--- config.mk ---
export PLATFORM = sky130hd
export DESIGN_NAME = serial_sub_ctrl_flat
export DESIGN_NICKNAME = d
export VERILOG_FILES = /design/src/rtl/serial_sub_pkg.sv /design/src/rtl/serial_sub_ctrl_if.sv /design/src/rtl/full_sub_cell.sv /design/src/rtl/serial_sub_ctrl.sv /design/src/flat_wrapper.sv
export SDC_FILE = /design/constraint.sdc
export NUM_CORES = 1
export LEC_CHECK = 0
export BUFFER_PORTS_ARGS = -buffer_cell sky130_fd_sc_hd__buf_2
export CELL_PAD_IN_SITES_DETAIL_PLACEMENT = 0
export CELL_PAD_IN_SITES_GLOBAL_PLACEMENT = 1
export CORE_MARGIN = 4
export CORE_UTILIZATION = 41
export CTS_CLUSTER_DIAMETER = 50
export DETAILED_ROUTE_END_ITERATION = 8
export GPL_ROUTABILITY_DRIVEN = 0
export PLACE_DENSITY = 0.79
export SYNTH_ARGS = -nofsm -noshare
export SYNTH_HDL_FRONTEND = slang
export SYNTH_SLANG_ARGS = --single-unit
--- constraint.sdc ---
create_clock -name clk -period 1.9 [get_ports clk]
set_input_delay 0.095 -clock clk [delete_from_list [all_inputs] [get_ports clk]]
set_output_delay 0.095 -clock clk [all_outputs]
set_load 0.02 [all_outputs]
--- src/rtl/serial_sub_pkg.sv ---
// Shared types for the bit-serial subtractor controller.
// State encodings and the counter-width helper.
package serial_sub_pkg;

    typedef enum logic [1:0] {
        S_IDLE  = 2'd0,
        S_SHIFT = 2'd1,
        S_DONE  = 2'd2
    } state_e;

    function automatic int clog2(input int value);
        int r;
        r = 0;
        for (int i = 0; i < 31; i++) begin
            if ((32'd1 << i) < value) begin
                r = i + 1;
            end
        end
        return (r < 1) ? 1 : r;
    endfunction

endpackage

--- src/rtl/serial_sub_ctrl_if.sv ---
// Request/result bundle of the bit-serial subtractor.
// zero/ovf exist only when SUB_FLAGS_EN is defined.
interface serial_sub_ctrl_if #(
    parameter int WIDTH = 8
);
    logic             start;
    logic [WIDTH-1:0] a_in;
    logic [WIDTH-1:0] b_in;
    logic             bin_in;
    logic             busy;
    logic             done;
    logic [WIDTH-1:0] dif_out;
    logic             bout;
`ifdef SUB_FLAGS_EN
    logic             zero;
    logic             ovf;
`endif

    modport master (
        output start, a_in, b_in, bin_in,
`ifdef SUB_FLAGS_EN
        input  zero, ovf,
`endif
        input  busy, done, dif_out, bout
    );

    modport slave (
        input  start, a_in, b_in, bin_in,
`ifdef SUB_FLAGS_EN
        output zero, ovf,
`endif
        output busy, done, dif_out, bout
    );
endinterface

--- src/rtl/full_sub_cell.sv ---
// One-bit full subtractor reused once per clock.
// d = a - b - br, bo is the borrow out of this bit.
module full_sub_cell (
    input  logic a,
    input  logic b,
    input  logic bin,
    output logic dif,
    output logic bout
);
    assign dif  = a ^ b ^ bin;
    assign bout = (~a & b) | (~a & bin) | (b & bin);
endmodule

--- src/rtl/serial_sub_ctrl.sv ---
// Bit-serial N-bit subtractor controller, LSB first, one bit per clock.
// Optional zero/ovf flags are enabled by defining SUB_FLAGS_EN.
module serial_sub_ctrl
    import serial_sub_pkg::*;
#(
    parameter int WIDTH = 8
) (
    input  logic              clk,
    input  logic              rst_n,
    serial_sub_ctrl_if.slave  bus
);
    localparam int CW = clog2(WIDTH);
    localparam logic [CW-1:0] LAST = CW'(WIDTH - 1);

    state_e           state_q, state_d;
    logic [WIDTH-1:0] a_sh_q, a_sh_d;
    logic [WIDTH-1:0] b_sh_q, b_sh_d;
    logic [WIDTH-1:0] res_q, res_d;
    logic [CW-1:0]    cnt_q, cnt_d;
    logic             brw_q, brw_d;
    logic             busy_q, busy_d;
    logic             done_q, done_d;
    logic [WIDTH-1:0] dif_q, dif_d;
    logic             bout_q, bout_d;
`ifdef SUB_FLAGS_EN
    logic             a_msb_q, a_msb_d;
    logic             b_msb_q, b_msb_d;
    logic             zero_q, zero_d;
    logic             ovf_q, ovf_d;
`endif

    logic cell_d;
    logic cell_bo;

    full_sub_cell u_cell (
        .a    (a_sh_q[0]),
        .b    (b_sh_q[0]),
        .bin  (brw_q),
        .dif  (cell_d),
        .bout (cell_bo)
    );

    // Next-state: accept in IDLE, one bit per SHIFT cycle, publish in DONE
    always_comb begin
        state_d = state_q;
        a_sh_d  = a_sh_q;
        b_sh_d  = b_sh_q;
        res_d   = res_q;
        cnt_d   = cnt_q;
        brw_d   = brw_q;
        busy_d  = busy_q;
        done_d  = 1'b0;
        dif_d   = dif_q;
        bout_d  = bout_q;
`ifdef SUB_FLAGS_EN
        a_msb_d = a_msb_q;
        b_msb_d = b_msb_q;
        zero_d  = zero_q;
        ovf_d   = ovf_q;
`endif
        unique case (state_q)
            S_IDLE: begin
                if (bus.start) begin
                    a_sh_d  = bus.a_in;
                    b_sh_d  = bus.b_in;
                    brw_d   = bus.bin_in;
                    cnt_d   = '0;
                    busy_d  = 1'b1;
                    state_d = S_SHIFT;
`ifdef SUB_FLAGS_EN
                    a_msb_d = bus.a_in[WIDTH-1];
                    b_msb_d = bus.b_in[WIDTH-1];
`endif
                end
            end
            S_SHIFT: begin
                res_d  = {cell_d, res_q[WIDTH-1:1]};
                a_sh_d = a_sh_q >> 1;
                b_sh_d = b_sh_q >> 1;
                brw_d  = cell_bo;
                cnt_d  = cnt_q + CW'(1);
                if (cnt_q == LAST) begin
                    state_d = S_DONE;
                end
            end
            S_DONE: begin
                done_d  = 1'b1;
                dif_d   = res_q;
                bout_d  = brw_q;
                busy_d  = 1'b0;
                state_d = S_IDLE;
`ifdef SUB_FLAGS_EN
                zero_d  = (res_q == '0);
                ovf_d   = (a_msb_q != b_msb_q) &&
                          (res_q[WIDTH-1] != a_msb_q);
`endif
            end
            default: begin
                busy_d  = 1'b0;
                state_d = S_IDLE;
            end
        endcase
    end

    // State and registered outputs, synchronous active-low clear
    always_ff @(posedge clk) begin
        if (!rst_n) begin
            state_q <= S_IDLE;
            a_sh_q  <= '0;
            b_sh_q  <= '0;
            res_q   <= '0;
            cnt_q   <= '0;
            brw_q   <= 1'b0;
            busy_q  <= 1'b0;
            done_q  <= 1'b0;
            dif_q   <= '0;
            bout_q  <= 1'b0;
`ifdef SUB_FLAGS_EN
            a_msb_q <= 1'b0;
            b_msb_q <= 1'b0;
            zero_q  <= 1'b0;
            ovf_q   <= 1'b0;
`endif
        end else begin
            state_q <= state_d;
            a_sh_q  <= a_sh_d;
            b_sh_q  <= b_sh_d;
            res_q   <= res_d;
            cnt_q   <= cnt_d;
            brw_q   <= brw_d;
            busy_q  <= busy_d;
            done_q  <= done_d;
            dif_q   <= dif_d;
            bout_q  <= bout_d;
`ifdef SUB_FLAGS_EN
            a_msb_q <= a_msb_d;
            b_msb_q <= b_msb_d;
            zero_q  <= zero_d;
            ovf_q   <= ovf_d;
`endif
        end
    end

    assign bus.busy    = busy_q;
    assign bus.done    = done_q;
    assign bus.dif_out = dif_q;
    assign bus.bout    = bout_q;
`ifdef SUB_FLAGS_EN
    assign bus.zero    = zero_q;
    assign bus.ovf     = ovf_q;
`endif
endmodule
--- src/flat_wrapper.sv ---
// flat-port wrapper written by rule: the top's interface ports become plain ports
module serial_sub_ctrl_flat import serial_sub_pkg::*;
#(
    parameter int WIDTH = 8
)
  (clk, rst_n, bus_start, bus_a_in, bus_b_in, bus_bin_in, bus_busy, bus_done, bus_dif_out, bus_bout);
  serial_sub_ctrl_if #(.WIDTH(WIDTH)) bus_i ();
  input  logic clk;
  input  logic rst_n;
  input wire logic [$bits(bus_i.start)-1:0] bus_start;
  input wire logic [$bits(bus_i.a_in)-1:0] bus_a_in;
  input wire logic [$bits(bus_i.b_in)-1:0] bus_b_in;
  input wire logic [$bits(bus_i.bin_in)-1:0] bus_bin_in;
  output wire logic [$bits(bus_i.busy)-1:0] bus_busy;
  output wire logic [$bits(bus_i.done)-1:0] bus_done;
  output wire logic [$bits(bus_i.dif_out)-1:0] bus_dif_out;
  output wire logic [$bits(bus_i.bout)-1:0] bus_bout;
  assign bus_i.start = bus_start;
  assign bus_i.a_in = bus_a_in;
  assign bus_i.b_in = bus_b_in;
  assign bus_i.bin_in = bus_bin_in;
  assign bus_busy = bus_i.busy;
  assign bus_done = bus_i.done;
  assign bus_dif_out = bus_i.dif_out;
  assign bus_bout = bus_i.bout;
  serial_sub_ctrl #(.WIDTH(WIDTH)) u_core (.clk(clk), .rst_n(rst_n), .bus(bus_i));
endmodule
# Word-level counts from Yosys, hierarchy flattened
# Cells that the tools add are included.
[op_classes]
add_sub_neg = 1
n_reduce_logical = 5
n_eq_ne = 5
n_bitwise = 9
muxes = 14
[ops]
columns = ["cell", "n"]
rows = [
  ["$pmux W8 S2", 2],
  ["$mux W8", 2],
  ["$pmux W3 S2", 1],
  ["$reduce_and A2 Y1", 3],
  ["$mux W2", 2],
  ["$pmux W1 S2", 2],
  ["$pmux W2 S2", 1],
  ["$add A3 B1 Y3 const B", 1],
  ["$and A1 B1 Y1", 3],
  ["$eq A3 B3 Y1 const B", 1],
  ["$mux W1", 3],
  ["$mux W3", 1],
  ["$eq A2 B1 Y1 const B", 1],
  ["$eq A2 B2 Y1 const B", 1],
  ["$logic_not A2 Y1", 1],
  ["$ne A2 B1 Y1 const B", 1],
  ["$ne A2 B2 Y1 const B", 1],
  ["$not A1 Y1", 2],
  ["$or A1 B1 Y1", 2],
  ["$reduce_bool A2 Y1", 1],
  ["$xor A1 B1 Y1", 2],
]
[word_totals]
input_bits = 20
regBits = 41

# Logic depth before layout (Yosys ltp)
[depth]
depth_word = 5
depth_mapped = 6
ltp_nobuf = 4

# Cells and area by module
# Synthesis repeated with hierarchy kept, for this count alone.
[hier_totals]
hier_cells = 167
hier_area_um2 = 1670.4
[modules_own_cells]
columns = ["module", "cells_per_inst", "instances", "seq_area_each_um2", "area_per_inst_um2"]
rows = [
  ["serial_sub_ctrl", 164, 1, 820.8, 1642.8],
  ["full_sub_cell", 3, 1, 0.0, 27.5],
]

# Worst setup path before layout
# Ideal clock, no wire load.
[synth_path]
path_type = "reg-to-reg"
from = "register u_core.state_q[0]"
to = "register u_core.a_sh_q[5]"
path_buffers = 3
stages_incl_launch_ff = 7
setup_time_ps = 128
arrival_time_ps = 1237
synth_period_minus_slack_ps = 1365
path_slack_ps = 535
path_cell_list = "dfxtp_1 -> buf_6 -> or3b_1 -> buf_6 -> buf_12 -> o221ai_2 -> a21oi_1"
[synth_between]
elab_chain_len = 3
[synth_lines]
columns = ["element", "line_no", "source"]
rows = [
  ["start, declared", "serial_sub_ctrl.sv:15", "state_e state_q, state_d;"],
  ["start signal, assigned", "serial_sub_ctrl.sv:125", "state_q <= state_d;"],
  ["$eq A2 B1 Y1 / $logic_not A2 Y1 (equally long branches)", "serial_sub_ctrl.sv:61", "unique case (state_q)"],
  ["$reduce_bool A2 Y1 (no line) / $ne A2 B2 Y1 (equally long branches)", "n/a", ""],
  ["$reduce_and A2 Y1 (no line)", "n/a", ""],
  ["end signal, assigned", "serial_sub_ctrl.sv:126", "a_sh_q <= a_sh_d;"],
  ["end, declared", "serial_sub_ctrl.sv:16", "logic [WIDTH-1:0] a_sh_q, a_sh_d;"],
]
# Parallel ways exist; a longest one is shown, timed or not.
# A chain may end at the register's enable or synchronous reset.

# Final worst setup path
[layout_path]
from = "register u_core.state_q[0]"
to = "register u_core.a_sh_q[4]"
# The elaborated chain is that of the path after synthesis.

==> qor.yml <==
sta:
  hold_violations: 0
  period_minus_slack_ps: 1570
  worst-slew-pin-transition_ps: 717
  finalSetupViolCount: 0
  max-slew-margin-rel: 0.522
  timing.hold.ws_ps: 90.1
  layout_worst_path_cycle_share: 0.826
  max_freq_ghz: 0.637
  maxSlewViolCount: 0
  setup-tns-final_ps: 0
  rsz0062_at_grt: "no"
  worst_slack_ps: 331
  skew_ps: 7.28
critical_path:
  cp_max_fo: 15
  arrival_ps: 1790
  critPathKind: "flip-flop to flip-flop"
  end_kind: "flip-flop"
  start_kind: "flip-flop"
  path_cells: "or3b_1 > o221ai_1 > a21oi_1"
  crit_required_ps: 2120
  cp_slowest_cell: "or3b_1"
  slowest_delay_ps: 630
cells_and_area:
  nNetsFinal: 230
  layout_commonest_cell: "dfxtp_1"
  antennaDiodeCount: 0
  area_growth_pct: 17.2
  drive_gt1_frac: 0.255
  final_cell_mix: "dfxtp_1, nand2_1, buf_2, a21boi_0, inv_1"
  fillerInstances: 392
  final_area_um2: 1990
  finalNonFillerCells: 258
power_and_ir_drop:
  p_leak_nw: 0.799
  ir_worst_vdd_uv: 498
  power.density_nw_per_um2: 966
clock_tree:
  postCtsSetupBuffers: 0
  cts_resized: 0
  h-tree-depth: 2
  cts.root.buffer_cell: "clkbuf_8"
  clock_sinks: 41
  numCtsBuffers: 5
  path_clk_slew_ps: 80
  cts_tree: "built"
  clockBufferDepth: 2
  postCtsHoldBufs: 0
  insertion_delay_ps: 290
synth:
  avgSynthCellArea_um2: 9.51
  syn_nets: 202
  ys_warn_count: 0
  ys_types: 29
  synth_seq_area_share: 0.482
  synth-seq-cells: 41
  syn-cell-area_um2: 1700
  netlist_instances: 179
place:
  port_buffers: 30
  place_ws_ps: 322
  dp_cells: 250
  place_hpwl_mm: 2.44
  place_area_um2: 1860
drt:
  vias: 1311
  vias_per_cell: 5.08
  postRouteAntennaNets: 0
  first_pass_iters: 4
  drc_errors: 0
  drt_iter0_drc: 67
  drt-total-wl_mm: 3.43
  wl_per_cell_um: 13.3
grt:
  grt_overflow: 0
  antenna_found_initial: 0
  grt.total_usage: 0.142
  grt_max_degree: 41
  grt_first_pass_wirelength_mm: 5.81
  grt_pass1_vias: 1327
status:
  status: "finished, final reports clean"
die:
  die_w_um: 72.4
  io_pins: 31
  core_um2: 4000
  dieArea_um2: 5240
  fp.dieH_um: 72.4
  placementRows: 23
  initial_utilization: 0.425
job:
  max-cap-violations: 0
worst_hold_path:
  min_path_type: "primary input to flip-flop"
critical path: cells and delay by family, from the launching register on:
kind,cells,cell delay (ps)
AOI/OAI and AO/OA,2,410
DFF,1,460
and+or+nand+nor,1,630
cell type report:
class	instances	area, µm²	share of cell area
clock buffers	5	68.8	0.0345
clock inverters	3	65.1	0.0326
inverters	17	63.8	0.0320
multi-input cells	108	733	0.368
flip-flops and latches	41	821	0.412
well taps	50	62.6	0.0314
repair buffers	34	180	0.0903
through the flow:
step	util	total power, W
finish	0.499	0.00193
global route	0.499	0.00202
CTS	0.499	0.00195
detailed placement	0.465	0.00112
global placement	0.465	0.00111
floorplan	-	0.00107
power by group:
| part | internal (W) | switching (W) | leakage [nW] | total (W) |
|---|---|---|---|---|
| clock | 0.000522 | 0.000308 | 0.0681 | 0.000830 |
| sequential | 0.000899 | 0.0000292 | 0.336 | 0.000928 |
| combinational | 0.0000766 | 0.0000928 | 0.396 | 0.000169 |
kinds of logic (layout without fill, tap and decap cells):
kind of cell | after synthesis | count (layout) | synth area share
multiplexers | 1 | 1 | 0.00588
AND/OR/NAND/NOR | 48 | 48 | 0.126
adder cells (fa/ha/maj) | 3 | 3 | 0.0265
flip-flops | 41 | 41 | 0.482
AO/OA/AOI/OAI | 56 | 56 | 0.272
buffers and inverters | 30 | 59 | 0.0868
routing by layer:
layer	track usage	up-vias	part of all wire
met4	0.0635	0	0.015
li1	-	668	-
met3	0.0429	6	0.043
met1	0.160	614	0.43
met5	0	-	0
met2	0.248	23	0.51
flip-flops by register name, indices dropped and copies added (netlist names):
name	flops
u_core.a_sh_q	8
u_core.bus.busy	1
u_core.bus.done	1
u_core.state_q	2
u_core.cnt_q	3
u_core.bus.bout	1
u_core.brw_q	1
u_core.res_q	8
u_core.bus.dif_out	8
u_core.b_sh_q	8
worst paths after layout:
kind | slack [ps] | cells past startpoint | to | from
setup / recovery | 330 | 3 | u_core.a_sh_q[4] | u_core.state_q[0]
hold / removal | 90 | 3 | u_core.a_sh_q[7] | bus_a_in[7]
setup reg to reg | 330 | 3 | u_core.a_sh_q[4] | u_core.state_q[0]
hold reg to reg | 450 | 2 | u_core.a_sh_q[1] | u_core.a_sh_q[1]
Yosys cell counts, drive strengths merged:
| master | n | area (µm²) |
|---|---|---|
| a21boi | 18 | 135 |
| fa | 1 | 20.0 |
| clkbuf | 5 | 18.8 |
| o221ai | 15 | 194 |
| a211oi | 1 | 7.51 |
| buf | 8 | 65.1 |
| and2 | 1 | 6.26 |
| o21bai | 1 | 11.3 |
| a21oi | 16 | 80.1 |
| or2b | 1 | 7.51 |
| and3 | 1 | 6.26 |
| nand4 | 2 | 12.5 |
| o21ai | 2 | 10.0 |
| dfxtp | 41 | 821 |
| and2b | 1 | 7.51 |
| ha | 2 | 25.0 |
| or3b | 1 | 8.76 |
| inv | 17 | 63.8 |
| a22oi | 2 | 15.0 |
| nor2 | 2 | 7.51 |
| o211a | 1 | 10.0 |
| mux2i | 1 | 10.0 |
| nor2b | 4 | 25.0 |
| nand2 | 34 | 128 |
| nand2b | 1 | 6.26 |
Power figures use the tool's default switching activity.
